==> src/rtl/alu_mul_div_seq.sv <==
// ---------------------------------------------------------------------------
// alu_mul_div_seq
//
// Sequential ALU for the EX stage of the multi-cycle datapath. Basic ops
// (AND/OR/ADD/SUB/SLT) finish in one cycle. RV32M multiply/divide/remainder
// ops run on an iterative radix-2 unit: shift-add for MUL*, restoring
// shift-subtract for DIV*/REM*. The unit works on operand magnitudes and
// applies the sign correction in a final FIX cycle.
//
// Build option
//   ALU_MULDIV_EN  defined     : M ops run on the iterative unit
//                               (WIDTH+1 cycles from the start edge to oDone).
//                  not defined : no iterative datapath is built. M op codes
//                               behave like unknown codes (result 0, latency 1)
//                               and oBusy is tied low.
//
// Parameters
//   WIDTH  operand/result width (even, >= 4)
//   CNTW   iteration counter width, derived from WIDTH (do not override)
//
// Ports
//   iCLK      in   1      clock, rising edge
//   iRST      in   1      synchronous active-high reset
//   iStart    in   1      request, sampled only while idle
//   iControl  in   5      op code, sampled with iStart
//   iA, iB    in   WIDTH  operands, sampled with iStart
//   oResult   out  WIDTH  registered result, held until the next completion
//   oBusy     out  1      high while an M op is in flight
//   oDone     out  1      one-cycle completion pulse, oResult valid with it
//
// Op codes
//   AND=0  OR=1  ADD=2  SUB=6  SLT=7
//   MUL=8  MULH=9  MULHSU=10  MULHU=11  DIV=12  DIVU=13  REM=14  REMU=15
//   NULL=31; every other code returns 0
// ---------------------------------------------------------------------------
module alu_mul_div_seq #(
    parameter int WIDTH = 32,
    parameter int CNTW  = $clog2(WIDTH) + 1
) (
    input  logic             iCLK,
    input  logic             iRST,
    input  logic             iStart,
    input  logic [4:0]       iControl,
    input  logic [WIDTH-1:0] iA,
    input  logic [WIDTH-1:0] iB,
    output logic [WIDTH-1:0] oResult,
    output logic             oBusy,
    output logic             oDone
);

    localparam logic [4:0] OPAND  = 5'd0;
    localparam logic [4:0] OPOR   = 5'd1;
    localparam logic [4:0] OPADD  = 5'd2;
    localparam logic [4:0] OPSUB  = 5'd6;
    localparam logic [4:0] OPSLT  = 5'd7;

    // Catch a bad parameterisation at elaboration rather than in silicon.
    if (WIDTH < 4 || (WIDTH % 2) != 0 || CNTW != $clog2(WIDTH) + 1) begin : g_param_check
        $error("alu_mul_div_seq: WIDTH must be even and >= 4, CNTW must stay derived");
    end

    // Single-cycle ops, identical to the old combinational ALU.
    logic [WIDTH-1:0] basic_result;

    always_comb begin
        basic_result = '0;
        case (iControl)
            OPAND:   basic_result = iA & iB;
            OPOR:    basic_result = iA | iB;
            OPADD:   basic_result = iA + iB;
            OPSUB:   basic_result = iA - iB;
            OPSLT:   basic_result = {{(WIDTH-1){1'b0}}, ($signed(iA) < $signed(iB))};
            default: basic_result = '0;
        endcase
    end

`ifdef ALU_MULDIV_EN

    localparam logic [4:0] OPMUL    = 5'd8;
    localparam logic [4:0] OPMULH   = 5'd9;
    localparam logic [4:0] OPMULHSU = 5'd10;
    localparam logic [4:0] OPMULHU  = 5'd11;
    localparam logic [4:0] OPDIV    = 5'd12;
    localparam logic [4:0] OPDIVU   = 5'd13;
    localparam logic [4:0] OPREM    = 5'd14;
    localparam logic [4:0] OPREMU   = 5'd15;

    // The first iteration happens on the start edge, so CALC only runs the
    // remaining WIDTH-1 iterations; the counter stops at WIDTH-2.
    localparam logic [CNTW-1:0] LAST_STEP = CNTW'(WIDTH - 2);

    typedef enum logic [1:0] {
        IDLE = 2'd0,
        CALC = 2'd1,
        FIX  = 2'd2
    } state_t;

    state_t           state_reg,  state_next;
    logic [4:0]       op_reg,     op_next;
    logic [WIDTH-1:0] hi_reg,     hi_next;     // partial product high half / partial remainder
    logic [WIDTH-1:0] lo_reg,     lo_next;     // multiplier bits / dividend bits becoming quotient
    logic [WIDTH-1:0] mag_reg,    mag_next;    // |multiplicand| or |divisor|
    logic             a_neg_reg,  a_neg_next;
    logic             b_neg_reg,  b_neg_next;
    logic             b_zero_reg, b_zero_next;
    logic [CNTW-1:0]  cnt_reg,    cnt_next;
    logic [WIDTH-1:0] result_reg, result_next;
    logic             done_reg,   done_next;

    // One radix-2 iteration. Multiply: conditional add of the multiplicand
    // into the high half, then shift {carry, hi, lo} right by one. Divide:
    // shift {rem, dividend} left by one, subtract the divisor, keep the
    // difference only if it did not go negative.
    function automatic logic [2*WIDTH-1:0] iterate(
        input logic             div_mode,
        input logic [WIDTH-1:0] hi,
        input logic [WIDTH-1:0] lo,
        input logic [WIDTH-1:0] mag
    );
        logic [WIDTH:0]   sum;
        logic [WIDTH:0]   shifted;
        logic [WIDTH:0]   trial;
        logic [WIDTH-1:0] hi_n;
        logic [WIDTH-1:0] lo_n;
        sum     = {1'b0, hi} + (lo[0] ? {1'b0, mag} : {(WIDTH+1){1'b0}});
        shifted = {hi, lo[WIDTH-1]};
        trial   = shifted - {1'b0, mag};
        if (div_mode) begin
            // The partial remainder stays below the divisor, so a non-negative
            // trial always fits in WIDTH bits.
            if (!trial[WIDTH]) begin
                hi_n = trial[WIDTH-1:0];
                lo_n = {lo[WIDTH-2:0], 1'b1};
            end else begin
                hi_n = shifted[WIDTH-1:0];
                lo_n = {lo[WIDTH-2:0], 1'b0};
            end
        end else begin
            hi_n = sum[WIDTH:1];
            lo_n = {sum[0], lo[WIDTH-1:1]};
        end
        return {hi_n, lo_n};
    endfunction

    // Start-edge decode of the incoming request.
    logic             start_mop;
    logic             start_div;
    logic             start_a_signed;
    logic             start_b_signed;
    logic             start_a_neg;
    logic             start_b_neg;
    logic [WIDTH-1:0] start_a_mag;
    logic [WIDTH-1:0] start_b_mag;
    logic [2*WIDTH-1:0] first_step;
    logic [2*WIDTH-1:0] calc_step;

    always_comb begin
        start_mop      = (iControl >= OPMUL) && (iControl <= OPREMU);
        start_div      = (iControl >= OPDIV) && (iControl <= OPREMU);
        start_a_signed = (iControl == OPMULH) || (iControl == OPMULHSU) ||
                         (iControl == OPDIV)  || (iControl == OPREM);
        start_b_signed = (iControl == OPMULH) || (iControl == OPDIV) || (iControl == OPREM);
        start_a_neg    = start_a_signed & iA[WIDTH-1];
        start_b_neg    = start_b_signed & iB[WIDTH-1];
        // |min_int| = 2^(WIDTH-1) still fits as an unsigned WIDTH-bit value.
        start_a_mag    = start_a_neg ? (~iA + 1'b1) : iA;
        start_b_mag    = start_b_neg ? (~iB + 1'b1) : iB;
        // Divide: dividend walks through lo, divisor is the magnitude operand.
        // Multiply: multiplier walks through lo, multiplicand is added.
        if (start_div) begin
            first_step = iterate(1'b1, '0, start_a_mag, start_b_mag);
        end else begin
            first_step = iterate(1'b0, '0, start_b_mag, start_a_mag);
        end
    end

    logic               op_is_div;
    logic               prod_neg;
    logic [2*WIDTH-1:0] prod_fix;
    logic [WIDTH-1:0]   fix_result;

    always_comb begin
        op_is_div = (op_reg >= OPDIV) && (op_reg <= OPREMU);
        calc_step = iterate(op_is_div, hi_reg, lo_reg, mag_reg);
        // Quotient and product share the same sign rule.
        prod_neg  = a_neg_reg ^ b_neg_reg;
        prod_fix  = prod_neg ? (~{hi_reg, lo_reg} + 1'b1) : {hi_reg, lo_reg};
        case (op_reg)
            OPMUL:                      fix_result = prod_fix[WIDTH-1:0];
            OPMULH, OPMULHSU, OPMULHU:  fix_result = prod_fix[2*WIDTH-1:WIDTH];
            // Divide by zero yields all ones whatever the operand signs.
            OPDIV, OPDIVU:              fix_result = b_zero_reg ? '1 : prod_fix[WIDTH-1:0];
            // Remainder takes the sign of the dividend; by zero this
            // reproduces the dividend itself.
            OPREM, OPREMU:              fix_result = a_neg_reg ? (~hi_reg + 1'b1) : hi_reg;
            default:                    fix_result = '0;
        endcase
    end

    always_comb begin
        state_next  = state_reg;
        op_next     = op_reg;
        hi_next     = hi_reg;
        lo_next     = lo_reg;
        mag_next    = mag_reg;
        a_neg_next  = a_neg_reg;
        b_neg_next  = b_neg_reg;
        b_zero_next = b_zero_reg;
        cnt_next    = cnt_reg;
        result_next = result_reg;
        done_next   = 1'b0;
        unique case (state_reg)
            IDLE: begin
                if (iStart) begin
                    if (start_mop) begin
                        state_next  = CALC;
                        op_next     = iControl;
                        hi_next     = first_step[2*WIDTH-1:WIDTH];
                        lo_next     = first_step[WIDTH-1:0];
                        mag_next    = start_div ? start_b_mag : start_a_mag;
                        a_neg_next  = start_a_neg;
                        b_neg_next  = start_b_neg;
                        b_zero_next = (iB == '0);
                        cnt_next    = '0;
                    end else begin
                        result_next = basic_result;
                        done_next   = 1'b1;
                    end
                end
            end
            CALC: begin
                hi_next  = calc_step[2*WIDTH-1:WIDTH];
                lo_next  = calc_step[WIDTH-1:0];
                cnt_next = cnt_reg + 1'b1;
                if (cnt_reg == LAST_STEP) begin
                    state_next = FIX;
                end
            end
            FIX: begin
                result_next = fix_result;
                done_next   = 1'b1;
                state_next  = IDLE;
            end
            default: begin
                state_next = IDLE;
            end
        endcase
    end

    always_ff @(posedge iCLK) begin
        if (iRST) begin
            state_reg  <= IDLE;
            op_reg     <= '0;
            hi_reg     <= '0;
            lo_reg     <= '0;
            mag_reg    <= '0;
            a_neg_reg  <= 1'b0;
            b_neg_reg  <= 1'b0;
            b_zero_reg <= 1'b0;
            cnt_reg    <= '0;
            result_reg <= '0;
            done_reg   <= 1'b0;
        end else begin
            state_reg  <= state_next;
            op_reg     <= op_next;
            hi_reg     <= hi_next;
            lo_reg     <= lo_next;
            mag_reg    <= mag_next;
            a_neg_reg  <= a_neg_next;
            b_neg_reg  <= b_neg_next;
            b_zero_reg <= b_zero_next;
            cnt_reg    <= cnt_next;
            result_reg <= result_next;
            done_reg   <= done_next;
        end
    end

    assign oResult = result_reg;
    assign oDone   = done_reg;
    assign oBusy   = (state_reg != IDLE);

`else

    // Basic-only build: every request completes on its start edge.
    logic [WIDTH-1:0] result_reg;
    logic             done_reg;

    always_ff @(posedge iCLK) begin
        if (iRST) begin
            result_reg <= '0;
            done_reg   <= 1'b0;
        end else begin
            done_reg <= iStart;
            if (iStart) begin
                result_reg <= basic_result;
            end
        end
    end

    assign oResult = result_reg;
    assign oDone   = done_reg;
    assign oBusy   = 1'b0;

`endif

endmodule
==> config.mk <==
export PLATFORM = sky130hd
export DESIGN_NAME = alu_mul_div_seq
export DESIGN_NICKNAME = d
export VERILOG_FILES = /design/src/rtl/alu_mul_div_seq.sv
export SDC_FILE = /design/constraint.sdc
export NUM_CORES = 1
export LEC_CHECK = 0
export ABC_AREA = 1
export CAP_MARGIN = 20
export CORE_MARGIN = 2
export CORE_UTILIZATION = 35
export DETAILED_ROUTE_END_ITERATION = 8
export GPL_TIMING_DRIVEN = 0
export PLACE_DENSITY = 0.63
export SYNTH_ARGS = -nofsm -noshare
export SYNTH_HDL_FRONTEND = slang
export SYNTH_SLANG_ARGS = --single-unit
==> constraint.sdc <==
create_clock -name iCLK -period 2.65 [get_ports iCLK]
set_input_delay 0.53 -clock iCLK [delete_from_list [all_inputs] [get_ports iCLK]]
set_output_delay 0.53 -clock iCLK [all_outputs]
set_load 0.1 [all_outputs]
==> Word-level counts from Yosys, hierarchy flattened <==
Index checks and enable logic that the tools add are counted.
{ "totals": {"ff_bits": 33, "in_bits": 72, "output_inout_bits": 34, "word_cells": 13} }
{ "classes": {"addsub": 2, "order_cmp": 1, "n_eq_ne": 4, "mux": 1, "n_bitwise": 2, "n_reduce_logical": 1} }
{ "ops": {"columns": ["operator", "n"], "rows": [
  ["$pmux 32 s5", 1],
  ["$add 32x32->32", 1],
  ["$and 32x32->32", 1],
  ["$lt 32x32->1", 1],
  ["$or 32x32->32", 1],
  ["$sub 32x32->32", 1],
  ["$eq 5x3->1 const B", 2],
  ["$eq 5x1->1 const B", 1],
  ["$eq 5x2->1 const B", 1],
  ["$logic_not 5->1", 1]
]} }

==> Logic depth before layout (Yosys ltp) <==
Gate-level depths: netlist of the first run.
{ "depth": {"ltp_word": 2, "depth_mapped": 19} }

==> Worst setup path after synthesis of the first run <==
Ideal clock, no wire load.
{ "synth_path": {"path_type": "input -> register", "startpoint": "in iA[0]", "endpoint": "reg result_reg[16] (netlist: oResult[16])", "arrival_ns": 2.081, "required_ns": 2.518, "slack_ns": 0.437, "stages": 12, "path_buffers": 0, "path_cell_list": "ha_1 fa_1 nand3_1 nand3_1 nand2_1 nand3b_1 a21oi_1 nand2_1 nand2_1 nor2_1 o21ai_0 a21oi_1"} }
{ "synth_via": {"elab_chain_len": 2} }
{ "synth_rtl": {"columns": ["item", "line", "rtl"], "rows": [
  ["from (decl)", "44", "input logic [WIDTH-1:0] iA,"],
  ["$sub 32x32->32 or $add 32x32->32 (tied branches)", "71, 70", null],
  ["$pmux 32 s5 (*)", "67", "case (iControl)"],
  ["to (signal assigned)", "295", "result_reg <= basic_result;"],
  ["to (decl)", "285", "logic [WIDTH-1:0] result_reg;"]
]} }
Mark *: on every way between the ends. The rest lies on a longest branch, timed or not.
A chain may end at the register's enable or synchronous reset.

==> Final worst setup path of the first run <==
{ "layout_path": {"startpoint": "in iControl[3]", "endpoint": "reg result_reg[13] (netlist: oResult[13])"} }
{ "layout_via": {"elab_chain_len": 2} }
{ "layout_rtl": {"columns": ["item", "line", "rtl"], "rows": [
  ["from (decl)", "43", "input logic [4:0] iControl,"],
  ["$eq 5x3->1, or another cell as far along", "67", null],
  ["$pmux 32 s5 (*)", "67", null]
]} }
Marked as above.

==> summary.txt, run 1 <==
Cells and area
  • Area Growth Syn to Fin: 40.6%
  • Share of cells above drive strength 1: between 20 and 25%
  • Ant diodes: 0
  • # nets final: around 1,700

Synthesis
  • Post-synth top area share: 24.3%
  • Complex-gate fraction of the synthesized area: 12.0%
  • Avg Cell Area, Syn: about 5.3 um2
  • FFs w/ async S/R, synth: 0%
  • Sequential-to-total area share from yosys stat: 8.81%
  • Post-synth net total: about 1,600
  • Most used flip-flop cell after synthesis: dfxtp_1
  • Post-Synth XOR/XNOR Area: 0.117%
  • Main combinational cell family by area after synthesis: simple AND/OR/NAND/NOR gates
  • Post-synth EDFFs: 0
  • Syn. warnings: 0
  • Post-synthesis adder-cell area fraction: between 10% and 20%
  • Largest cells by area after synthesis: nand2_1 24%, ha_1 16%, inv_1 15%
  • Synthesized area: around 7500 um2
  • Post-synthesis mux area share: 0%
  • Simple-gate share of the synthesized area: around 42%
  • Largest area contributor in the netlist: nand2_1
  • Top post-synthesis cells by count: 485 x nand2_1, 309 x inv_1, 104 x nand3_1
  • Most common cell in the netlist: nand2_1
  • Unique cell type count in the Yosys netlist: 39
  • Syn Inst Count: 1,411
  • Synth Register Bits: 33

Global route
  • GRT Overall Usage: between 20% and 30%
  • First-pass GRT wire length: ~45,000 um
  • Largest net degree at the start of global routing: 12
  • Vias in the first global route: 8,347
  • Initial antenna violation count: 0
  • GRT Residual Overflow: 0

Power and ir drop
  • Power Dens Cells: roughly 300 nW/um2
  • Switching part of the total: between 40 and 50%
  • Max VDD drop: around 0.00023 V
  • Flop pwr share: 16.3%
  • Net switching power: between 1 and 1.5 mW
  • Combinational share of power: 60.0%
  • Leakage: 5.75 nW
  • Clock power share: 23.6%
  • Int Pwr: around 1.7 mW

STA
  • Max Slew Vio Count: 0
  • Slew @ Worst Pin: between 1 and 1.5 ns
  • Final hold vios: 0
  • Clk_skew: 0 ns
  • RSZ-0062 raised after global routing: yes
  • Tmin final: roughly 2.6 ns
  • Final Setup Violations: 0
  • Top achievable clock speed: between 300 and 400 MHz
  • Worst rel slew slack: about 33%
  • Setup TNS: 0 ns
  • Part of the cycle the worst path needs: 97.6%
  • Final worst setup slack: 0.0643 ns

Setup path
  • Startpoint types: primary input
  • CP required: roughly 2.9 ns
  • CP Class: in -> reg
  • Crit-path max FO: 10
  • Crit end category: flop
  • Data arrival time of the critical path: between 2 and 3 ns

Clock tree
  • Clock Latency Late Sink: between 0.2 and 0.3 ns
  • Num CTS Buffers: 5
  • CTS tree: done
  • Clock Tree Buf Depth: 2
  • Hold_buf cts: 0
  • H-tree depth: 2
  • Sink Count: 33
  • Root Buffer: clkbuf_16
  • Clk pin slew, worst setup/hold paths: roughly 0.050 ns

Die
  • Die Ht: ~150 um
  • Die area: between 20,000 and 25,000 um2
  • Initial Util: a little over a third
  • Ports: approximately 110
  • Core area: about 21,000 um2
  • Row cnt: 53
  • Die X-Extent: around 150 um

Drt
  • Starting DRT DRC Count: between 600 and 700
  • Post-Route WL: between 30,000 and 40,000 um
  • Drt wl/cell: about 17 um
  • DRC: 0
  • Vias after detailed routing: ~9,200
  • Post-DR vias/cell: roughly 5.0
  • Antenna viol nets, final: 0
  • DR pass1 iterations: 5

Placement
  • Placer congestion estimate: 1.01
  • PortBufs: about 100
  • Pre-CTS setup slack: -0.703 ns
  • DP HPWL: 24,900 um

Flow run
  • Max_cap viols: 0

Run status
  • Status: finished, final reports clean

Min path
  • Hold Path Class: reg -> reg
[routing by layer]
| layer | up-vias | track usage (%) | wire length, um |
|---|---|---|---|
| li1 | 4634 | - | - |
| met1 | 4198 | 36.3 | 13900 |
| met2 | 339 | 42.8 | 13700 |
| met3 | 49 | 2.39 | 2260 |
| met4 | 0 | 7.55 | 811 |
| met5 | - | 0 | 0 |
[registers in the layout, indices dropped and copies added, names as in the netlist]
name,count
oDone,1
oResult,32
[cell families (layout without fill, tap and decap cells)]
logic type,count (synthesis),after routing
AO/OA/AOI/OAI,161,161
AND/OR/NAND/NOR,755,755
buffers and inverters,361,512
flip-flops,33,33
adder cells (fa/ha/maj),99,99
XOR/XNOR,1,1
other,1,1
[layout make-up]
class | count | area [um2]
sequential | 33 | 661
inverter | 313 | 1180
clock inverter | 3 | 65.1
clock buffer | 5 | 125
buffer | 47 | 414
multi-input combinational | 1017 | 6350
tap | 275 | 344
fill | 2288 | 10500
timing repair buffer | 144 | 1400
[critical path, cell delays in order]
cell             delay (ns)
clkdlybuf4s50_1        0.45
nor3_2                 0.29
nand2_1                0.17
nor2_2                 0.24
inv_2                  0.07
buf_2                  0.26
o22ai_1                0.38
a31oi_2                0.07
nand2_1                0.14
nand2_1                0.07
a21oi_1                0.11
[placed cells by master, fill, tap and decap left out, drive strengths merged]
master and n:
o2111ai 5, nand4 17, clkinvlp 1, o22ai 21, dlymetal6s2s 34, fa 2, o21ai 35, and2 1
dfxtp 33, clkdlybuf4s15 1, nand3 107, o31ai 1, buf 77, o21bai 6, nand3b 8, clkinv 1
nand2 489, nor3 11, o211ai 2, nor2 110, and3 4, bufinv 2, clkbuf 17, a311oi 1
xor2 1, nor4 4, a221oi 1, or2 3, ha 97, clkdlybuf4s50 64, inv 312, a21oi 82
conb 1, dlygate4sd2 3, nor3b 1, a31oi 7
[power groups by stage]
stage,Sequential [mW],Combinational [mW],Clock [mW]
global route,0.517,2.06,0.769
detailed placement,0.526,1.49,0
CTS,0.516,1.57,0.752
global placement,0.526,1.48,0
finish,0.516,1.90,0.747
floorplan,0.619,0.900,0
[final timing paths]
path | depth (start not counted) | slack [ns] | to | from
worst max-delay path | 11 | 0.06 | oResult[13]$_SDFFE_PP0P_ | iControl[3]
worst min-delay path | 2 | 0.46 | oResult[13]$_SDFFE_PP0P_ | oResult[13]$_SDFFE_PP0P_
worst max register to register | 2 | 1.99 | oResult[4]$_SDFFE_PP0P_ | oResult[4]$_SDFFE_PP0P_
worst min register to register | 2 | 0.46 | oResult[13]$_SDFFE_PP0P_ | oResult[13]$_SDFFE_PP0P_
[through the flow]
stage                     instances  hold WS [ns]  cell area [um2]  power [mW]  utilization (%)
after global routing           1837         0.481            10500        3.35             50.2
after global placement         1789         0.454             8870        2.01             42.2
after CTS                      1802         0.465             9360        2.84             44.5
after floorplan                1411         0.709             7500        1.52                -
after detailed placement       1789         0.455             8870        2.01             42.2
final                          1837         0.462            10500        3.16             50.2
[timing repair]
action | CTS | global route
setup buffers | 5 | 30
cloned | 0 | 6
resized for setup | 87 | 289
pin swaps | 10 | 64
setup endpoints to repair | 27 | 26
No activity file was read; power rests on OpenSTA's default activity.
==> run 2, diff against run 1 <==
--- a/config.mk
+++ b/config.mk
@@ -12,6 +12,7 @@
 export DETAILED_ROUTE_END_ITERATION = 8
 export GPL_TIMING_DRIVEN = 0
 export PLACE_DENSITY = 0.63
+export SLEW_MARGIN = 20
 export SYNTH_ARGS = -nofsm -noshare
 export SYNTH_HDL_FRONTEND = slang
 export SYNTH_SLANG_ARGS = --single-unit
==> constraint.sdc (replaced) <==
create_clock -name iCLK -period 2.65 [get_ports iCLK]
set_input_delay 0.3975 -clock iCLK [delete_from_list [all_inputs] [get_ports iCLK]]
set_output_delay 0.3975 -clock iCLK [all_outputs]
set_load 0.1 [all_outputs]
==> run 2 against run 1 <==
  * Sequential share of layout area rose by 0.60 points
  * Clock skew unchanged
  * Highest routed layer unchanged
  * Largest cell class unchanged
  * Core utilization decreased by 4.4 points
  * Combinational power down 13%
  * Die area unchanged
  * Sequential power is essentially flat
  * Final area shrank 8.7%
  * Via count down 2.7%
  * Wire length shrank 3.3%
==> summary.txt, run 2 (same netlist as run 1, synthesis figures left out) <==
Clock tree
  • Clk pin slew, worst setup/hold paths: 0.05 ns (about the same)
  • Num CTS Buffers: 5 (unchanged)
  • CTS tree: done (unchanged)
  • Clock Latency Late Sink: 0.28 ns (about the same)
  • H-tree depth: 2 (unchanged)
  • Root Buffer: clkbuf_16 (unchanged)
  • Hold_buf cts: 0 (unchanged)
  • Sink Count: 33 (unchanged)
  • Clock Tree Buf Depth: 2 (unchanged)

Placement
  • Placer congestion estimate: 1.01 (unchanged)
  • DP HPWL: 24,900 um (unchanged)
  • Placed Instances: 1,789 (unchanged)
  • Placed instance area: 8870 um2 (unchanged)
  • Pre-CTS setup slack: -0.571 ns (was -0.703 ns)
  • PortBufs: 103 (unchanged)

Cells and area
  • # nets final: 1,698 (was 1,732)
  • Fillers: 2,363 (was 2,288)
  • Largest register FFs: 32 (unchanged)
  • Share of cells above drive strength 1: 12.4% (was 22.9%)
  • Area Growth Syn to Fin: 28.4% (was 40.6%)
  • Post-route cell area: 9630 um2 (was 10,500 um2)
  • Most frequent cells in the layout: 455 x nand2_1, 303 x inv_1, 94 x clkdlybuf4s50_1, 92 x nand3_1, 92 x ha_1 (was 402 x nand2_1, 277 x inv_1, 88 x nand3_1, 81 x ha_1, 75 x nand2_2)
  • Non-Filler Instances: 1,803 (was 1,837)
  • Most common cell after layout, fill and taps aside: nand2_1 (unchanged)
  • Ant diodes: 0 (unchanged)
  • Final Util: 45.8% (was 50.2%)

Setup path
  • Startpoint types: primary input (unchanged)
  • Data arrival time of the critical path: 2.76 ns (was 2.79 ns)
  • Crit-path max FO: 9 (was 10)
  • Crit end category: flop (unchanged)
  • CP required: 2.80 ns (was 2.86 ns)
  • CP Class: in -> reg (unchanged)

Flow run
  • Max_cap viols: 0 (unchanged)

STA
  • Final hold slack: 0.463 ns (was 0.462 ns)
  • Final hold vios: 0 (unchanged)
  • Slew @ Worst Pin: 1.01 ns (was 1.00 ns)
  • Worst rel slew slack: 32.7% (was 33.1%)
  • Final worst setup slack: 0.0409 ns (was 0.0643 ns)
  • Clk_skew: 0 ns (unchanged)
  • Tmin final: 2.61 ns (was 2.59 ns)
  • Top achievable clock speed: 383 MHz (was 387 MHz)
  • Part of the cycle the worst path needs: 98.5% (was 97.6%)
  • RSZ-0062 raised after global routing: yes (unchanged)
  • Final Setup Violations: 0 (unchanged)
  • Max Slew Vio Count: 0 (unchanged)
  • Setup TNS: 0 ns (unchanged)

Die
  • Die area: 22,600 um2 (unchanged)
  • Die X-Extent: 150 um (unchanged)
  • Row cnt: 53 (unchanged)
  • Die Ht: 150 um (unchanged)
  • Ports: 106 (unchanged)
  • Core area: 21,000 um2 (unchanged)
  • Initial Util: 35.7% (unchanged)

Power and ir drop
  • Max VDD drop: 0.000231 V (was 0.000228 V)
  • Total chip power: 2.93 mW (was 3.16 mW)
  • Power Dens Cells: 304 nW/um2 (was 300 nW/um2)
  • Leakage: 5.26 nW (was 5.75 nW)

Global route
  • GRT Residual Overflow: 0 (unchanged)
  • GRT Overall Usage: 26.0% (was 26.1%)
  • First-pass GRT wire length: 44,700 um (was 44,900 um)
  • Largest net degree at the start of global routing: 12 (unchanged)
  • Met1 Use GR: 36.2% (was 36.3%)
  • M2 GR Usage: 42.3% (was 42.8%)
  • Top Usage Layer GRT: met2 (unchanged)
  • Vias in the first global route: 8,315 (was 8,347)
  • Initial antenna violation count: 0 (unchanged)
  • Met3 Use GR: 2.61% (was 2.39%)

Drt
  • Post-Route WL: 29,600 um (was 30,700 um)
  • DRC: 0 (unchanged)
  • Antenna viol nets, final: 0 (unchanged)
  • Vias after detailed routing: 8,969 (was 9,220)
  • DR pass1 iterations: 5 (unchanged)
  • Post-DR vias/cell: 4.97 (was 5.02)
  • Drt wl/cell: 16.4 um (was 16.7 um)
  • Starting DRT DRC Count: 616 (was 690)

Min path
  • Hold Path Class: reg -> reg (unchanged)

Run status
  • Status: finished, final reports clean (unchanged)
run 2: final timing paths:
check	slack, ns	endpoint	from	cells past startpoint
max reg2reg	1.99	oResult[3]$_SDFFE_PP0P_	oResult[3]$_SDFFE_PP0P_	2
min	0.46	oResult[13]$_SDFFE_PP0P_	oResult[13]$_SDFFE_PP0P_	2
min reg2reg	0.46	oResult[13]$_SDFFE_PP0P_	oResult[13]$_SDFFE_PP0P_	2
max	0.04	oResult[31]$_SDFFE_PP0P_	iA[20]	14
run 2: power breakdown:
part           switching, mW  leakage [nW]  total [mW]  internal [mW]
Clock                  0.210        0.0938       0.746          0.536
Sequential           0.00635         0.267       0.516          0.510
Combinational           1.10          4.89        1.66          0.560
Total                   1.32          5.26        2.93           1.61
run 2: layer usage:
| metal | vias up | share of wire, % |
|---|---|---|
| li1 | 4556 | - |
| met1 | 4059 | 46 |
| met2 | 304 | 44 |
| met3 | 50 | 7.7 |
| met4 | 0 | 3.1 |
| met5 | - | 0 |
run 2: what timing repair did:
item | in CTS | in global routing
gates resized for setup | 17 | 144
setup endpoints to repair | 17 | 23
gates cloned | 0 | 1
setup buffers | 0 | 5
pin swaps | 3 | 16
run 2: layout make-up:
class	instances	area (um2)	share of cell area, %
buffer	48	362	3.76
clock buffer	5	125	1.30
clock inverter	3	65.1	0.676
inverter	313	1180	12.2
multi-input combinational	1017	5800	60.3
sequential	33	661	6.86
tap	275	344	3.57
timing repair buffer	109	1090	11.3
run 2: worst max-delay path, cell delays in order:
cell and delay [ns]:
clkdlybuf4s50_1 0.50, inv_1 0.06, ha_1 0.29, buf_6 0.14, o21ai_0 0.41, a21oi_1 0.21
nand2_1 0.15, a21oi_1 0.09, nand2_1 0.08, nand2_1 0.05, nand3_1 0.06, nand3_1 0.14
nand2_1 0.12, a21oi_2 0.05
==> patch, RTL diff (flow settings as in run 1) <==
The parameter `WIDTH` goes from 32 to 64.
--- a/src/rtl/alu_mul_div_seq.sv
+++ b/src/rtl/alu_mul_div_seq.sv
@@ -36,3 +36,3 @@
 module alu_mul_div_seq #(
-    parameter int WIDTH = 32,
+    parameter int WIDTH = 64,
     parameter int CNTW  = $clog2(WIDTH) + 1
Ports: changed (resized iA, iB and oResult); port bits go from 106 to 202. The function was not compared with the original's and may differ.
==> patch against run 1 <==
The run now ends with negative setup slack left. Sequential cell count increased by 32. Area after synthesis is 130% higher. Setup slack lost 0.072 ns. Wire length grew to 2.8 times the old value. Count of clock-buffer cells in the layout up 5. Final area rose by 130%. Via count grew 140%. Register-to-register slack worse by 0.02 ns. Total power increased by 120%. Critical path type unchanged. Largest power group unchanged. Highest routed layer is now met5.
==> patch: results (changes against run 1) <==
metric,value,unit,change
Placed Area,19700,µm²,+120%
Routed Wire Length,84600,µm,+180%
total number of vias,22100,,+140%
Tot GR Track Use,32.5,%,+6.4 points
DP Worst Slack,-1.07,ns,-0.362 ns
setup_tns,-0.00762,ns,-0.00762 ns
number of buffers created by CTS,9,,+4
library cells used by synthesis,41,,+5.1%
met2 WL post-DR,35300,µm,+160%
Met1 Routed Length,37300,µm,+170%
port bufs,199,,+93%
max reg flops,64,,+100%
largest net degree at the start of global routing,13,,+1
final setup vio count,1,,+1
Post-Place Cells,4156,,+130%
"Slowest-stage cell, CP",ha_1,,
"Reg clk slew, reported paths",0.06,ns,
Yosys Warn Count,0,,unchanged
"Seq/Total Area, Yosys",7.67,%,-1.1 points
max_slew headroom,32.3,%,-0.81 points
syn nets,3673,,+130%
worst path arrival time,2.89,ns,+0.10 ns
synthesized instance count,3342,,+140%
crit-path max FO,6,,-4
clock latency on the worst-skew pair,0.36,ns,+0.08 ns
final-stage net count,4013,,+130%
share of layout cells above drive strength 1,28.1,%,+5.2 points
Pleak,13.1,nW,+130%
delay of the slowest critical-path stage,0.28,ns,-0.17 ns
TritonRoute pass-1 iters,6,,+1
initial antenna violation count,1,,+1
routability congestion estimate,1.07,,+6.3%
failing checks,negative setup slack,,
vias in the first global route,20400,,+140%
DRT iter0 DRCs,2014,,+190%
Hold Crit Class,flip-flop to flip-flop,,
vias per cell,5.14,,+2.3%
Layout Utilization,51.4,%,+1.2 points
switching share of total power,52.1,%,+6.6 points
met3 wire len,8440,µm,+270%
status,"finished, violations left",,
first-pass GRT wire length,122000,µm,+170%
Filler cells,5167,,+130%
H-tree depth,3,,+1
cells taking the most area after synthesis,"nand2_1 27%, inv_1 17%, ha_1 14%",,
setup ws final,-0.00762,ns,-0.0719 ns
top routing layer in use,met5,,
## patch: cell count changes in the layout (fill, tap and decap cells not counted), moves of 33 or more
cell                  run 1  this run
nand2_2                  75       200
nand2_4                  12        48
nand2_1                 402       987
dlygate4sd2_1             3        36
buf_4                    42       124
nor2_4                   23       125
ha_1                     81       156
inv_2                    33       115
inv_1                   277       647
nor2_1                   52       107
nand3_1                  88       184
a21oi_1                  52       117
## patch: path summary, 6_finish.rpt
path / startpoint / endpoint / slack [ns]
max: iB[10] / oResult[38] / -0.008
min: oResult[5] / oResult[5] / 0.46
max reg2reg: oResult[2] / oResult[2] / 1.97
min reg2reg: oResult[5] / oResult[5] / 0.46
## patch: cell type report
type	count	share of cell area, %
Tap cell	615	3.14
Clock inverter	6	0.275
Buffer	93	3.35
Clock buffer	10	0.933
Sequential cell	65	5.30
Inverter	775	12.0
Multi-Input combinational cell	2403	62.8
Timing Repair Buffer	335	12.2
## patch: cells by family after synthesis
family	after synthesis	synth area share (%)
compound gates	344	11.1
flops	65	7.67
fa+ha+maj	195	14.5
xor+xnor	1	0.0516
other cells	1	0.0221
simple gates	1862	45.9
buf+inv	874	20.9
## patch: power groups by stage
stage               clock, W  sequential (W)  combinational [W]
floorplan                  0         0.00119            0.00206
global placement           0         0.00103            0.00346
detailed placement         0         0.00103            0.00346
CTS                  0.00127         0.00101            0.00408
global route         0.00130         0.00101            0.00507
finish               0.00123         0.00101            0.00476
## patch: layer usage
layer | vias to the layer above | GRT usage (%)
li1 | 10800 | -
met3 | 182 | 6.02
met4 | 2 | 12.8
met2 | 933 | 48.8
met1 | 10200 | 45.5
met5 | - | 0
## patch: what timing repair did
action                     CTS  global route
gates cloned                 6             3
resized for setup          670           565
buffers inserted            76            51
pin swaps                  115           159
setup endpoints to repair   62            53
